### src/rtl/fetch_queue_alpha.sv
// fetch_queue_alpha: fetch stage feeding alpha decode. Owns the PC, drives the
// SRAM-like instruction port, buffers returned words in order and applies
// MIPS delay-slot rules on redirects from decode.
// Optional build macro FETCH_BYPASS_EN: a response arriving while the queue is
// empty is presented to decode in the same cycle.
module fetch_queue_alpha #(
  parameter int          QDEPTH   = 4,
  parameter int          MAX_OUT  = 2,
  parameter logic [31:0] RESET_PC = 32'hBFC0_0000
) (
  input  logic        clk,
  input  logic        rst,
  output logic        inst_req,
  output logic [31:0] inst_addr,
  input  logic        inst_addr_ok,
  input  logic        inst_data_ok,
  input  logic [31:0] inst_rdata,
  input  logic        redir_req,
  input  logic [31:0] redir_addr,
  input  logic        redir_no_slot,
  input  logic        d_ready,
  output logic        f_valid,
  output logic [31:0] f_pc,
  output logic [31:0] f_instr,
  output logic        f_addr_err_if,
  output logic        f_in_delay_slot,
  output logic        f_is_instr
);
  localparam int QW = $clog2(QDEPTH);
  localparam int CW = $clog2(QDEPTH + 1);
  localparam int OW = $clog2(MAX_OUT + 1);

  typedef enum logic [1:0] {RUN, SLOT_WAIT, HOLD} state_t;

  state_t      state;
  logic [31:0] pc;
  logic [31:0] tgt;

  // Outstanding requests, oldest at index 0. keep=0 marks a response that is
  // to be thrown away (wrong path); slot=1 marks the delay-slot word.
  logic [31:0] rq_pc   [MAX_OUT];
  logic        rq_keep [MAX_OUT];
  logic        rq_slot [MAX_OUT];
  logic [31:0] sh_pc   [MAX_OUT];
  logic        sh_keep [MAX_OUT];
  logic        sh_slot [MAX_OUT];
  logic [OW-1:0] rq_cnt;
  logic [OW-1:0] rem;

  // Instruction queue (circular buffer).
  logic [31:0] q_pc    [QDEPTH];
  logic [31:0] q_instr [QDEPTH];
  logic        q_err   [QDEPTH];
  logic        q_slot  [QDEPTH];
  logic        q_isi   [QDEPTH];
  logic [QW-1:0] head;
  logic [QW-1:0] tail;
  logic [CW-1:0] count;

  logic resp, resp_keep, resp_q, deq_q, accept, wr_resp, wr_err;
  logic kill_all, slot_redir, keep_next, resp_slot, pend_slot, to_wait;

  assign resp      = inst_data_ok && (rq_cnt != '0);
  assign resp_keep = resp && rq_keep[0];
  assign rem       = rq_cnt - OW'(resp);
  assign tail      = head + QW'(count);
  assign deq_q     = d_ready && (count != '0);

`ifdef FETCH_BYPASS_EN
  logic byp;
  assign byp    = resp_keep && (count == '0);
  assign resp_q = resp_keep && !(byp && d_ready);
`else
  assign resp_q = resp_keep;
`endif

  // A redirect suppresses the request so the bus never sees a dropped address accepted.
  assign inst_req  = !rst && !redir_req && (state != HOLD) && (pc[1:0] == 2'b00) &&
                     (int'(rq_cnt) < MAX_OUT) && ((int'(count) + int'(rq_cnt)) < QDEPTH);
  assign inst_addr = pc;
  assign accept    = inst_req && inst_addr_ok;

  // Misaligned PC: wait for the bus to drain, then queue one error entry.
  assign wr_err = !redir_req && (state != HOLD) && (pc[1:0] != 2'b00) &&
                  (rq_cnt == '0) && (int'(count) < QDEPTH);

  // Redirect classification: the branch at the head leaves this cycle.
  assign kill_all   = redir_req && (redir_no_slot || state == SLOT_WAIT);
  assign slot_redir = redir_req && !kill_all;
  assign keep_next  = slot_redir && (int'(count) >= 2);
  assign resp_slot  = slot_redir && !keep_next && resp_q;
  assign pend_slot  = slot_redir && !keep_next && !resp_q && (rem != '0);
  assign to_wait    = slot_redir && !keep_next && !resp_q && (rem == '0);
  assign wr_resp    = resp_q && (!redir_req || resp_slot);

  // Head presentation; fields read as zero when nothing is valid.
  always_comb begin
    f_valid         = 1'b0;
    f_pc            = '0;
    f_instr         = '0;
    f_addr_err_if   = 1'b0;
    f_in_delay_slot = 1'b0;
    f_is_instr      = 1'b0;
    if (count != '0) begin
      f_valid         = 1'b1;
      f_pc            = q_pc[head];
      f_instr         = q_instr[head];
      f_addr_err_if   = q_err[head];
      f_in_delay_slot = q_slot[head];
      f_is_instr      = q_isi[head];
    end
`ifdef FETCH_BYPASS_EN
    else if (byp) begin
      f_valid         = 1'b1;
      f_pc            = rq_pc[0];
      f_instr         = inst_rdata;
      f_in_delay_slot = rq_slot[0];
      f_is_instr      = 1'b1;
    end
`endif
  end

  genvar gi;
  generate
    for (gi = 0; gi < MAX_OUT; gi++) begin : g_rq
      // Shift the request FIFO down by one when a response retires its oldest entry.
      if (gi == MAX_OUT - 1) begin : g_last
        assign sh_pc[gi]   = resp ? '0   : rq_pc[gi];
        assign sh_keep[gi] = resp ? 1'b0 : rq_keep[gi];
        assign sh_slot[gi] = resp ? 1'b0 : rq_slot[gi];
      end else begin : g_mid
        assign sh_pc[gi]   = resp ? rq_pc[gi+1]   : rq_pc[gi];
        assign sh_keep[gi] = resp ? rq_keep[gi+1] : rq_keep[gi];
        assign sh_slot[gi] = resp ? rq_slot[gi+1] : rq_slot[gi];
      end

      // Per-entry update: shift, append on accept, retag on redirect.
      always_ff @(posedge clk) begin
        if (rst) begin
          rq_keep[gi] <= 1'b0;
          rq_slot[gi] <= 1'b0;
        end else begin
          rq_pc[gi]   <= sh_pc[gi];
          rq_keep[gi] <= sh_keep[gi];
          rq_slot[gi] <= sh_slot[gi];
          if (accept && rem == OW'(gi)) begin
            rq_pc[gi]   <= pc;
            rq_keep[gi] <= 1'b1;
            rq_slot[gi] <= (state == SLOT_WAIT);
          end
          if (kill_all || keep_next || resp_slot) begin
            rq_keep[gi] <= 1'b0;
          end else if (pend_slot) begin
            rq_keep[gi] <= (gi == 0);
            if (gi == 0) rq_slot[gi] <= 1'b1;
          end
        end
      end
    end
  endgenerate

  // Queue storage writes: returned words, error entries, and slot marking.
  always_ff @(posedge clk) begin
    if (wr_resp || wr_err) begin
      q_pc[tail]    <= wr_err ? pc : rq_pc[0];
      q_instr[tail] <= wr_err ? 32'h0 : inst_rdata;
      q_err[tail]   <= wr_err;
      q_isi[tail]   <= !wr_err;
      q_slot[tail]  <= !wr_err && (rq_slot[0] || resp_slot);
    end
    if (keep_next) q_slot[head + QW'(1)] <= 1'b1;
  end

  // Control FSM: PC, state, queue pointers and outstanding count.
  always_ff @(posedge clk) begin
    if (rst) begin
      state  <= RUN;
      pc     <= RESET_PC;
      tgt    <= '0;
      head   <= '0;
      count  <= '0;
      rq_cnt <= '0;
    end else begin
      rq_cnt <= rem + OW'(accept);
      if (redir_req) begin
        if (to_wait) begin
          tgt   <= redir_addr;
          state <= SLOT_WAIT;
        end else begin
          pc    <= redir_addr;
          state <= RUN;
        end
        if (keep_next) begin
          head  <= head + QW'(1);
          count <= CW'(1);
        end else if (resp_slot) begin
          head  <= tail;
          count <= CW'(1);
        end else begin
          count <= '0;
        end
      end else begin
        if (accept) begin
          if (state == SLOT_WAIT) begin
            pc    <= tgt;
            state <= RUN;
          end else begin
            pc <= pc + 32'd4;
          end
        end
        if (wr_err) state <= HOLD;
        head  <= head + QW'(deq_q);
        count <= count + CW'(wr_resp || wr_err) - CW'(deq_q);
      end
    end
  end

  // A response with nothing outstanding breaks the bus protocol; it is dropped.
  always_ff @(posedge clk) begin
    if (!rst) assert (!(inst_data_ok && rq_cnt == '0));
  end
endmodule
### config.mk
export PLATFORM = sky130hd
export DESIGN_NAME = fetch_queue_alpha
export DESIGN_NICKNAME = d
export VERILOG_FILES = /design/src/rtl/fetch_queue_alpha.sv
export SDC_FILE = /design/constraint.sdc
export NUM_CORES = 1
export LEC_CHECK = 0
export ABC_AREA = 1
export CAP_MARGIN = 25
export CORE_ASPECT_RATIO = 2
export CORE_MARGIN = 4
export CORE_UTILIZATION = 25
export DETAILED_ROUTE_END_ITERATION = 8
export PLACE_DENSITY_LB_ADDON = 0.05
export REMOVE_ABC_BUFFERS = 1
export SKIP_CTS_REPAIR_TIMING = 1
export SLEW_MARGIN = 20
export SYNTH_ARGS = -nofsm -noshare
export SYNTH_HDL_FRONTEND = slang
export SYNTH_SLANG_ARGS = --single-unit
### constraint.sdc
create_clock -name clk -period 8.3 [get_ports clk]
set_input_delay 0.83 -clock clk [delete_from_list [all_inputs] [get_ports clk]]
set_output_delay 0.83 -clock clk [all_outputs]
set_load 0.005 [all_outputs]
Yosys cells after proc, flatten, opt, wreduce, memory -nomap -nowiden --
Memory sizes are Yosys's and may differ from the RTL's. A register that Yosys moved wholly into a read port is not among the register bits. Index checks and enable logic that the tools add are counted.
Word-level totals: register bits 73, latch bits 0, memory bits (writable) 336, ROM bits 0, bits of input ports 71, output and inout bits 101, logic and storage cells 175, memories 8
Memories:
- q_instr | depth 4, bits a word 32, read ports 1, clocked after Yosys merged registers in 1, wr ports 1, RTL line 52 | logic [31:0] q_instr [QDEPTH];
- q_pc | depth 4, bits a word 32, read ports 1, clocked after Yosys merged registers in 1, wr ports 1, RTL line 51 | logic [31:0] q_pc [QDEPTH];
- rq_pc | depth 2, bits a word 32, read ports 2, clocked after Yosys merged registers in 0, wr ports 2, RTL line 41 | logic [31:0] rq_pc [MAX_OUT];
- q_err | depth 4, bits a word 1, read ports 1, clocked after Yosys merged registers in 1, wr ports 1, RTL line 53 | logic q_err [QDEPTH];
- q_isi | depth 4, bits a word 1, read ports 1, clocked after Yosys merged registers in 1, wr ports 1, RTL line 55 | logic q_isi [QDEPTH];
- q_slot | depth 4, bits a word 1, read ports 1, clocked after Yosys merged registers in 1, wr ports 1, RTL line 54 | logic q_slot [QDEPTH];
- +2 memories
Cells by class: add/sub/neg operators 9, multipliers 0, divide/modulo/power cells 0, $lt $le $gt $ge 4, equal/unequal tests 5, shift operators 0, multiplexer cells 77, bitwise operators 15, reductions and logical operators 51
Operator list (number):
- 32-bit two-way mux | 12
- 1-bit two-way mux | 46
- 2-bit two-way mux | 18
- 32-bit by 3-bit adder with 32-bit output, second input constant | 1
- 1-bit logical AND | 25
- 1-bit bitwise OR | 15
- 3-bit nonzero test | 3
- 2-bit nonzero test | 4
- 1-bit zero test | 6
- 2-bit zero test | 3
- 1-bit logical OR | 6
- 2-bit AND reduction | 3
- 2-bit by 1-bit adder with 2-bit output | 2
- 3-bit by 2-bit adder with 4-bit output | 1
- 2-bit by 1-bit equality test with 1-bit output, second input constant | 2
- 4-bit by 3-bit < comparator with 1-bit output, second input constant | 1
- 2-bit != test, second input constant | 2
- 3-bit by 1-bit adder with 3-bit output | 1
- 3-bit by 2-bit greater-or-equal comparator with 1-bit output, second input constant | 1
- 3-bit < comparator, second input constant | 1
- 3-bit two-way mux | 1
- 3-bit by 1-bit != test with 1-bit output, second input constant | 1
- 3-bit by 1-bit subtractor with 3-bit output | 1
- 2-bit by 1-bit adder with 2-bit output, second input constant | 1
- 4 further kinds | 4

Longest topological paths before layout --
Gate-level depths: netlist of run 1.
depth in word-level cells 15, mapped depth 16, depth with buffers taken out 16

Least setup slack after synthesis of run 1 --
No wires, ideal clock.
path kind input to register, from in redir_req, to mem q_err[0] (enable), library setup time 0.572 ns, arrival time 5.907 ns, required time 7.728 ns, path slack 1.821 ns, cell stages on the path 7, buffers on the path 1, cell sequence nor3_1 -> and2_1 -> buf_2 -> inv_2 -> nand2_1 -> inv_2 -> nor3_1
Between the ends: word-level cells in the longest chain between the ends 12, elaborated cells between the ends (all ways) 17, classes of those cells 2 x mux; 15 x reduce/logical
Ends and longest elaborated chain:
- start, declared | RTL line 18 | input logic redir_req,
- 1-bit logical AND | RTL line 88 | assign kill_all = redir_req && (redir_no_slot || state == SLOT_WAIT);
- 1-bit zero test | RTL line 89 | assign slot_redir = redir_req && !kill_all;
- 1-bit logical AND | RTL line 89
- 1-bit logical AND | RTL line 90 | assign keep_next = slot_redir && (int'(count) >= 2);
- 1-bit zero test | RTL line 91 | assign resp_slot = slot_redir && !keep_next && resp_q;
- 1-bit logical AND (2 in a row) | RTL line 91
- 1-bit logical OR | RTL line 94 | assign wr_resp = resp_q && (!redir_req || resp_slot);
- 1-bit logical AND | RTL line 94
- 1-bit logical OR (*) | RTL line 164 | if (wr_resp || wr_err) begin
- 1-bit two-way mux (*) | RTL line 164
- 1-bit two-way mux (implied by the code) (*) | RTL line 167 | q_err[tail] <= wr_err;
- end, declared | RTL line 53
Every way passes the cells marked *; elsewhere a longest branch is shown, timed or not.

==> impl_metrics.tcl, run 1 <==
set metrics [dict create \
    status "finished, final reports clean" \
    crit_type "register to output pin" \
    n_fill_cell 7551 \
    multi_input_area_um2 5600 \
    dpl_cell_area_um2 20800 \
    synth_top_family_by_area "simple AND/OR/NAND/NOR gates" \
    drive_gt1_share_pct 6.25 \
    grt_max_degree 119 \
    start_util_pct 25.2 \
    r2r_cells 11 \
    ant_nets 0 \
    hp-class "register to register" \
    clk_path_buf_depth 3 \
    skew_ns 0.0168 \
    dpl.cell_count 2900 \
    netlist_area_um2 18200 \
    cts.clk_slew.worst_paths_ns 0.06 \
    maxCapViolCount 0 \
    start_kind "register" \
    hold_path_end "tgt[3]" \
    synth_edf_count 334 \
    reg2reg_from "rq_cnt[1]" \
    areaGrowthSynthToFinish_pct 21.8 \
    ios 172 \
    fin_util_pct 30.7 \
    worstPathMaxFanout 118 \
    rsz0062_at_grt "no" \
    min_period_over_period_pct 52.1 \
    row_count 139 \
    synth-seq-cells 411 \
    clk_latency_ns 0.57 \
    wire_per_inst_um 18.8 \
    synthArstFlopShare_pct 0 \
    gr-total-overflow 0 \
    cts_tree "built" \
    grt_pass1_vias 13600 \
    tns_ns 0 \
    grt_pass1_wl_mm 84.5 \
    die_area_um2 77300 \
    cp.arrival_ns 3.49 \
    final.min_clock_period_ns 4.32 \
    synth-compound-area-share_pct 11.7 \
    rr_endpoint "q_pc[1][23]" \
    yosysSeqAreaShare_pct 63.7 \
    wl_mm 56.0 \
    synth_adder_area_share_pct 0.799 \
    via_per_inst 4.44 \
    maxSlewHeadroom_pct 40.0 \
    first_iter_violations 606 \
    hold_viol 0 \
    yosys.area_share.simple_pct 17.4 \
    die_w_um 199 \
    firstDrtPassIters 5 \
    setup_viol 0 \
    power_density_nw_per_um2 278 \
    synth_area_per_cell_um2 9.59 \
    fin_area_um2 22100 \
    root_buffer "clkbuf_16" \
    max_freq_mhz 231 \
    finalNetCount 2112 \
    antennaDiodeCount 0 \
    io_buffers 171 \
    yosys.area_share.xor_xnor_pct 0.578 \
    grt_usage_pct 14.3 \
    worst_slew_pin_slew_ns 0.901 \
    ff2ff_setup_slack_ns 4.28 \
    synth_cells 1894 \
    h-tree-depth 2 \
    ys.flop_type "edfxtp_1" \
    vias 13200 \
    cts_buffers 43 \
    final-max-slew-violation-count 0 \
    cp.required_ns 7.47 \
    synthMuxAreaShare_pct 0.110 \
    hp-start "tgt[3]" \
    yosys_warnings 0 \
    synth_cell_types 40 \
    fin_cells 2979 \
    clkSinkCount 411 \
    die_h_um 389 \
    p_leak_nw 8.03 \
    antenna_found_initial 0 \
    whs_path_depth 2 \
    regArea_um2 11600 \
    core_area_um2 72000 \
    place.gp.congestion 0.782 \
    vdd_drop_max_uv 154 \
    drcViolationCount 0 \
    hpwl_mm 35.7 \
    end_kind "output pin" \
]
[placed cells by master (no fill, tap or decap), drive strengths merged]
master and count:
a211oi 2, a21oi 151, and2 1, buf 25, bufinv 3, clkbuf 52, clkdlybuf4s50 170, clkinv 20
clkinvlp 3, conb 3, dfxtp 77, edfxtp 334, fa 1, ha 10, inv 145, mux2i 2
nand2 290, nand3 41, nand4 7, nor2 431, nor3 10, nor3b 1, o2111ai 1, o211ai 7
o21a 1, o21ai 257, o221ai 1, or2 5, xnor2 2, xor2 10
[flip-flops by register name, summed over array words and instances, names as in the netlist, named ones only]
| signal | count |
|---|---|
| count | 3 |
| head | 2 |
| inst_addr | 32 |
| q_err | 4 |
| q_instr | 128 |
| q_isi | 4 |
| q_pc | 128 |
| q_slot | 4 |
| rq_cnt | 2 |
| rq_keep | 2 |
| rq_pc | 64 |
| rq_slot | 2 |
| state | 2 |
| tgt | 32 |
[worst max-delay path by stage]
stage | from | slack (ns) | to
global placement | redir_req | 3.72 | q_instr[1][29]
global route | register | 3.65 | f_is_instr
CTS | register | 3.62 | f_is_instr
finish | register | 3.98 | f_is_instr
detailed placement | redir_req | 3.73 | q_instr[1][27]
floorplan | redir_req | 0.74 | q_err[0]
[power by group]
group	internal [mW]	total (mW)	switching, mW
Combinational	0.494	1.49	0.998
Clock	1.06	1.90	0.837
Sequential	2.62	2.76	0.140
Total	4.18	6.15	1.98
[layer usage]
layer | wire length [µm] | vias up | share of wire, % | track usage [%]
met5 | 0 | - | 0 | 0
met4 | 1890 | 0 | 3.4 | 4.84
met3 | 2120 | 62 | 3.8 | 2.15
met2 | 28900 | 273 | 52 | 26.0
met1 | 23100 | 6257 | 41 | 17.1
li1 | - | 6628 | - | -
[critical path, cell delays in order (launching register included)]
cell	delay, ns
dfxtp_4	0.44
buf_16	0.25
clkinv_2	0.24
buf_6	0.70
o21ai_0	0.21
a21oi_1	0.43
clkdlybuf4s50_1	0.61
[synthesized netlist by cell type, types with 4 or more instances]
| master | n | area (µm²) |
|---|---|---|
| ha_1 | 10 | 125 |
| xor2_1 | 10 | 87.6 |
| o211ai_1 | 7 | 52.6 |
| edfxtp_1 | 334 | 10000 |
| inv_1 | 133 | 499 |
| nand3_1 | 37 | 185 |
| nor3_1 | 9 | 45.0 |
| nor2_2 | 8 | 50.1 |
| buf_6 | 4 | 45.0 |
| inv_2 | 11 | 41.3 |
| o21ai_0 | 214 | 1070 |
| buf_4 | 7 | 52.6 |
| dfxtp_1 | 77 | 1540 |
| buf_2 | 29 | 145 |
| nor2_1 | 420 | 1580 |
| a21oi_1 | 151 | 756 |
| buf_1 | 7 | 26.3 |
| nand4_1 | 7 | 43.8 |
| nand2_1 | 285 | 1070 |
| clkbuf_1 | 58 | 218 |
| o21ai_1 | 43 | 215 |
[logic make-up (layout without fill, tap and decap cells)]
logic type | count (synthesis) | after routing
fa+ha+maj | 11 | 11
other cells | 2 | 3
mux | 2 | 2
xor+xnor | 12 | 12
simple gates | 786 | 786
buf+inv | 250 | 418
flops | 411 | 411
compound gates | 420 | 420
[stage by stage]
stage | hold slack, ns | power (mW) | setup slack (ns)
6_report | 0.450 | 6.15 | 3.98
5_1_grt | 0.473 | 6.56 | 3.65
4_1_cts | 0.451 | 6.30 | 3.62
3_5_place_dp | 0.442 | 4.35 | 3.73
3_3_place_gp | 0.435 | 4.33 | 3.72
2_1_floorplan | 0.426 | 3.60 | 0.736
[final cells by class]
cell class	instances	share of cell area (%)
sequential	411	52.3
multi-input combinational	1234	25.3
timing repair buffer	195	8.69
tap	916	5.18
clock buffer	52	5.11
inverter	145	2.48
clock inverter	26	0.955
No activity file was read; power rests on OpenSTA's default activity.
==> inputs of run 2 (changes only) <==
==> constraint.sdc (replaced) <==
create_clock -name clk -period 4.2 [get_ports clk]
set_input_delay 0.42 -clock clk [delete_from_list [all_inputs] [get_ports clk]]
set_output_delay 0.42 -clock clk [all_outputs]
set_load 0.005 [all_outputs]
==> impl_metrics.tcl, run 2 (synthesis gave the netlist of run 1 again) <==
set metrics [dict create \
    clkSinkCount 411 \
    reg2reg_from "rq_cnt[1]" \
    switching_share_pct 32.1 \
    p_clk_share_pct 29.7 \
    grt_usage_pct 14.4 \
    finalNetCount 2112 \
    h-tree-depth 2 \
    ff2ff_setup_slack_ns 1.49 \
    end_kind "output pin" \
    cp.required_ns 3.78 \
    first_iter_violations 641 \
    die_h_um 389 \
    power_density_nw_per_um2 541 \
    antennaDiodeCount 0 \
    cts_buffers 42 \
    wl_mm 56.2 \
    firstDrtPassIters 4 \
    r2r_cells 14 \
    clk_latency_ns 0.56 \
    clk_path_buf_depth 3 \
    rr_endpoint "inst_addr[6]" \
    whs_ns 0.334 \
    start_util_pct 25.2 \
    ios 172 \
    worstPathMaxFanout 61 \
    max_freq_mhz 298 \
    whs_path_depth 4 \
    largestRegisters "q_instr x128, q_pc x128, rq_pc x64" \
    grt_pass1_vias 13300 \
    grt_max_degree 135 \
    skew_ns 0.0162 \
    setup_viol 0 \
    via_per_inst 4.43 \
    cts.clk_slew.worst_paths_ns 0.07 \
    maxCapViolCount 0 \
    final.min_clock_period_ns 3.35 \
    hold_viol 0 \
    rsz0062_at_grt "no" \
    fin_area_um2 22100 \
    start_kind "register" \
    hpwl_mm 35.4 \
    worst_slew_pin_slew_ns 0.903 \
    core_area_um2 72000 \
    row_count 139 \
    place.gp.congestion 0.773 \
    grt_pass1_wl_mm 85.3 \
    drive_gt1_share_pct 6.12 \
    io_buffers 171 \
    p_int_mw 8.12 \
    crit_type "register to output pin" \
    layout.cells.most_common_list "420 x nor2_1, 334 x edfxtp_1, 284 x nand2_1, 214 x o21ai_0, 170 x clkdlybuf4s50_1" \
    min_period_over_period_pct 79.8 \
    die_w_um 199 \
    cp-endpoint "f_pc[29]" \
    gr-total-overflow 0 \
    p_comb_share_pct 24.9 \
    power_frac_seq_pct 45.4 \
    final_common_cell "nor2_1" \
    antenna_found_initial 0 \
    netSwitchingPower_mw 3.85 \
    hp-class "input port to register" \
    status "finished, final reports clean" \
    maxSlewHeadroom_pct 39.8 \
    root_buffer "clkbuf_16" \
    ant_nets 0 \
    cp.arrival_ns 2.93 \
    areaGrowthSynthToFinish_pct 21.7 \
    wire_per_inst_um 18.9 \
    drcViolationCount 0 \
    die_area_um2 77300 \
    cts_tree "built" \
    vdd_drop_max_uv 283 \
    dpl_cell_area_um2 20900 \
    final-max-slew-violation-count 0 \
    vias 13200 \
    p_leak_nw 8.00 \
]
## run 2: cell count changes in the layout (fill, tap and decap cells not counted), sizes merged
cell      delta
buf          +1
bufinv       -2
clkbuf       +5
clkinv       -6
clkinvlp     -1
## run 2: how the worst min path moves through the flow
stage               slack [ns]  endpoint    start
detailed placement        0.44   tgt[27]  tgt[27]
finish                    0.33  count[2]      rst
CTS                       0.34  count[2]      rst
global route              0.36  count[2]      rst
floorplan                 0.43   tgt[10]  tgt[10]
global placement          0.44    tgt[2]   tgt[2]
## run 2: metrics by stage
step	cells	TNS (ns)	power [mW]	util, %	setup slack, ns
after floorplan	1790	-820.83	7.12	-	-2.95
after global placement	2902	0	8.62	29.0	0.910
after detailed placement	2902	0	8.62	29.0	0.891
after CTS	2976	0	12.3	30.7	0.710
after global routing	2976	0	12.8	30.7	0.606
final	2976	0	12.0	30.7	0.848
## run 2: critical path, stage by stage, from the launching register on
cell             delay (ns)
dfxtp_4                0.36
clkinv_2               0.59
buf_12                 0.47
o21ai_0                0.22
a21oi_1                0.15
clkdlybuf4s50_1        0.49
## run 2: area by class of cell
class	count	area [µm²]
well taps	916	1150
repair buffers	196	1990
clock buffers	57	1130
multi-input cells	1234	5600
clock inverters	17	113
flip-flops and latches	411	11600
inverters	145	548
fillers	7590	49900
## run 2: per-layer routing
layer | share of wire (%) | GRT usage, % | up-vias | wire (µm)
met4 | 3.3 | 5.01 | 0 | 1880
li1 | - | - | 6615 | -
met1 | 42 | 17.6 | 6256 | 23800
met5 | 0 | 0 | - | 0
met2 | 51 | 25.8 | 254 | 28600
met3 | 3.3 | 1.76 | 67 | 1860
## run 2: power groups by stage
stage	Clock (mW)	Combinational (mW)	Sequential, mW
final	3.56	2.98	5.43
after global routing	3.88	3.42	5.49
after CTS	3.74	3.11	5.44
after detailed placement	0	3.10	5.53
after global placement	0	3.09	5.53
after floorplan	0	1.61	5.51
==> inputs of run 3 (changes only) <==
==> constraint.sdc (replaced) <==
create_clock -name clk -period 3.5 [get_ports clk]
set_input_delay 0.35 -clock clk [delete_from_list [all_inputs] [get_ports clk]]
set_output_delay 0.35 -clock clk [all_outputs]
set_load 0.005 [all_outputs]
==> impl_metrics.tcl, run 3 (synthesis gave the netlist of run 1 again) <==
set metrics [dict create \
    status "finished, final reports clean" \
    netSwitchingPower_mw 4.62 \
    power_density_nw_per_um2 652 \
    grt_max_degree 135 \
    first_iter_violations 597 \
    rsz0062_at_grt "no" \
    cts_tree "built" \
    firstDrtPassIters 4 \
    place.gp.congestion 0.804 \
    power_frac_seq_pct 44.7 \
    largestRegisters "q_instr x128, q_pc x128, rq_pc x64" \
    hp-start "rst" \
    layout.cells.most_common_list "420 x nor2_1, 334 x edfxtp_1, 284 x nand2_1, 214 x o21ai_0, 170 x clkdlybuf4s50_1" \
    via_per_inst 4.47 \
    start_kind "register" \
    final.setup.worst_slack_ns 0.401 \
    clkSinkCount 411 \
    root_buffer "clkbuf_16" \
    min_period_over_period_pct 88.6 \
    gr-total-overflow 0 \
    ios 172 \
    drcViolationCount 0 \
    antennaDiodeCount 0 \
    cts_buffers 43 \
    vdd_drop_max_uv 283 \
    crit_family "buffers and inverters" \
    max_stage_delay_ns 0.70 \
    whs_path_depth 2 \
    drive_gt1_share_pct 6.80 \
    reg2reg_from "rq_cnt[1]" \
    antenna_found_initial 0 \
    row_count 139 \
    multi_input_area_um2 5600 \
    max_freq_mhz 323 \
    skew_ns 0.0235 \
    h-tree-depth 2 \
    final.min_clock_period_ns 3.10 \
    maxCapViolCount 0 \
    hp-class "input port to register" \
    ant_nets 0 \
    path_buf_inv 3 \
    setup_viol 0 \
    grt_usage_pct 14.4 \
    worst_slew_pin_slew_ns 1.00 \
    grt_pass1_wl_mm 85.5 \
    p_int_mw 9.96 \
    cp_cell_sequence "inv_2 > buf_4 > nor2_1 > o21ai_1 > a21oi_1 > clkdlybuf4s50_1" \
    worstPathMaxFanout 36 \
    die_w_um 199 \
    crit_type "register to output pin" \
    end_kind "output pin" \
    hold_viol 0 \
    hpwl_mm 36.2 \
    grt_pass1_vias 13600 \
    die_area_um2 77300 \
    areaGrowthSynthToFinish_pct 23.1 \
    n_fill_cell 7591 \
    regArea_um2 11600 \
    p_leak_nw 8.13 \
    place_ws_ns 0.751 \
    clk_latency_ns 0.56 \
    slowest_stage "inv_2" \
    vias 13400 \
    wl_mm 56.6 \
    start_util_pct 25.2 \
    cts.clk_slew.worst_paths_ns 0.07 \
    maxSlewHeadroom_pct 33.3 \
    p_clk_share_pct 30.1 \
    ff2ff_setup_slack_ns 1.01 \
    core_area_um2 72000 \
    hold_path_end "inst_addr[15]" \
    totalPowerFinal_mw 14.6 \
    cp.arrival_ns 2.75 \
    wire_per_inst_um 18.9 \
    rr_endpoint "count[1]" \
    cp.required_ns 3.15 \
    p_comb_share_pct 25.2 \
    io_buffers 171 \
    final-max-slew-violation-count 0 \
    r2r_cells 14 \
    clk_path_buf_depth 3 \
    final_common_cell "nor2_1" \
    die_h_um 389 \
    finalNetCount 2129 \
    switching_share_pct 31.7 \
]
==> run 3: worst max-delay path by stage <==
stage / startpoint / end / slack, ns / cells past startpoint
after floorplan: state[0] / q_err[0] / -3.64 / 7
after global placement: inst_data_ok / count[2] / 0.70 / 14
after detailed placement: redir_req / q_pc[2][9] / 0.75 / 7
after CTS: register / f_pc[27] / 0.25 / 6
after global routing: register / f_pc[27] / 0.19 / 6
final: register / f_instr[30] / 0.40 / 6
==> run 3: power by group through the flow <==
stage	logic [mW]	registers, mW	clock network [mW]
2_1_floorplan	1.93	6.61	0
3_3_place_gp	3.80	6.62	0
3_5_place_dp	3.82	6.62	0
4_1_cts	3.83	6.52	4.58
5_1_grt	4.19	6.57	4.77
6_report	3.68	6.51	4.39
==> run 3: worst register-to-register path: stages (launching register included) <==
cell	delay (ns)
dfxtp_1	0.37
inv_1	0.09
nand2_1	0.13
nand2_2	0.11
inv_2	0.10
nand2_1	0.12
inv_1	0.11
o21ai_0	0.09
nand2_1	0.08
inv_2	0.08
ha_1	0.28
inv_1	0.04
ha_1	0.18
fa_1	0.47
nor3b_1	0.16
==> run 3: final cells by class <==
type                    instances  area share, %
inverters                     145           2.45
well taps                     916           5.12
clock inverters                16          0.582
clock buffers                  57           5.23
flip-flops and latches        411           51.7
multi-input cells            1234           25.0
repair buffers                212           9.84
==> run 3: routing by layer <==
metal	part of all wire, %	GRT usage (%)	up-vias
met5	0	0	-
li1	-	-	6643
met4	3.1	4.57	0
met1	42	17.4	6412
met3	4.1	2.34	72
met2	51	25.9	257
==> run 3: metrics by stage <==
stage / cells / hold slack [ns] / instance area (µm²) / utilization (%) / TNS, ns
final: 2991 / 0.240 / 22400 / 31.1 / 0
after CTS: 2991 / 0.185 / 22400 / 31.1 / 0
after floorplan: 1790 / 0.419 / 17700 / - / -1052.29
after global placement: 2918 / 0.435 / 21100 / 29.3 / 0
after detailed placement: 2918 / 0.435 / 21100 / 29.3 / 0
after global routing: 2991 / 0.197 / 22400 / 31.1 / 0
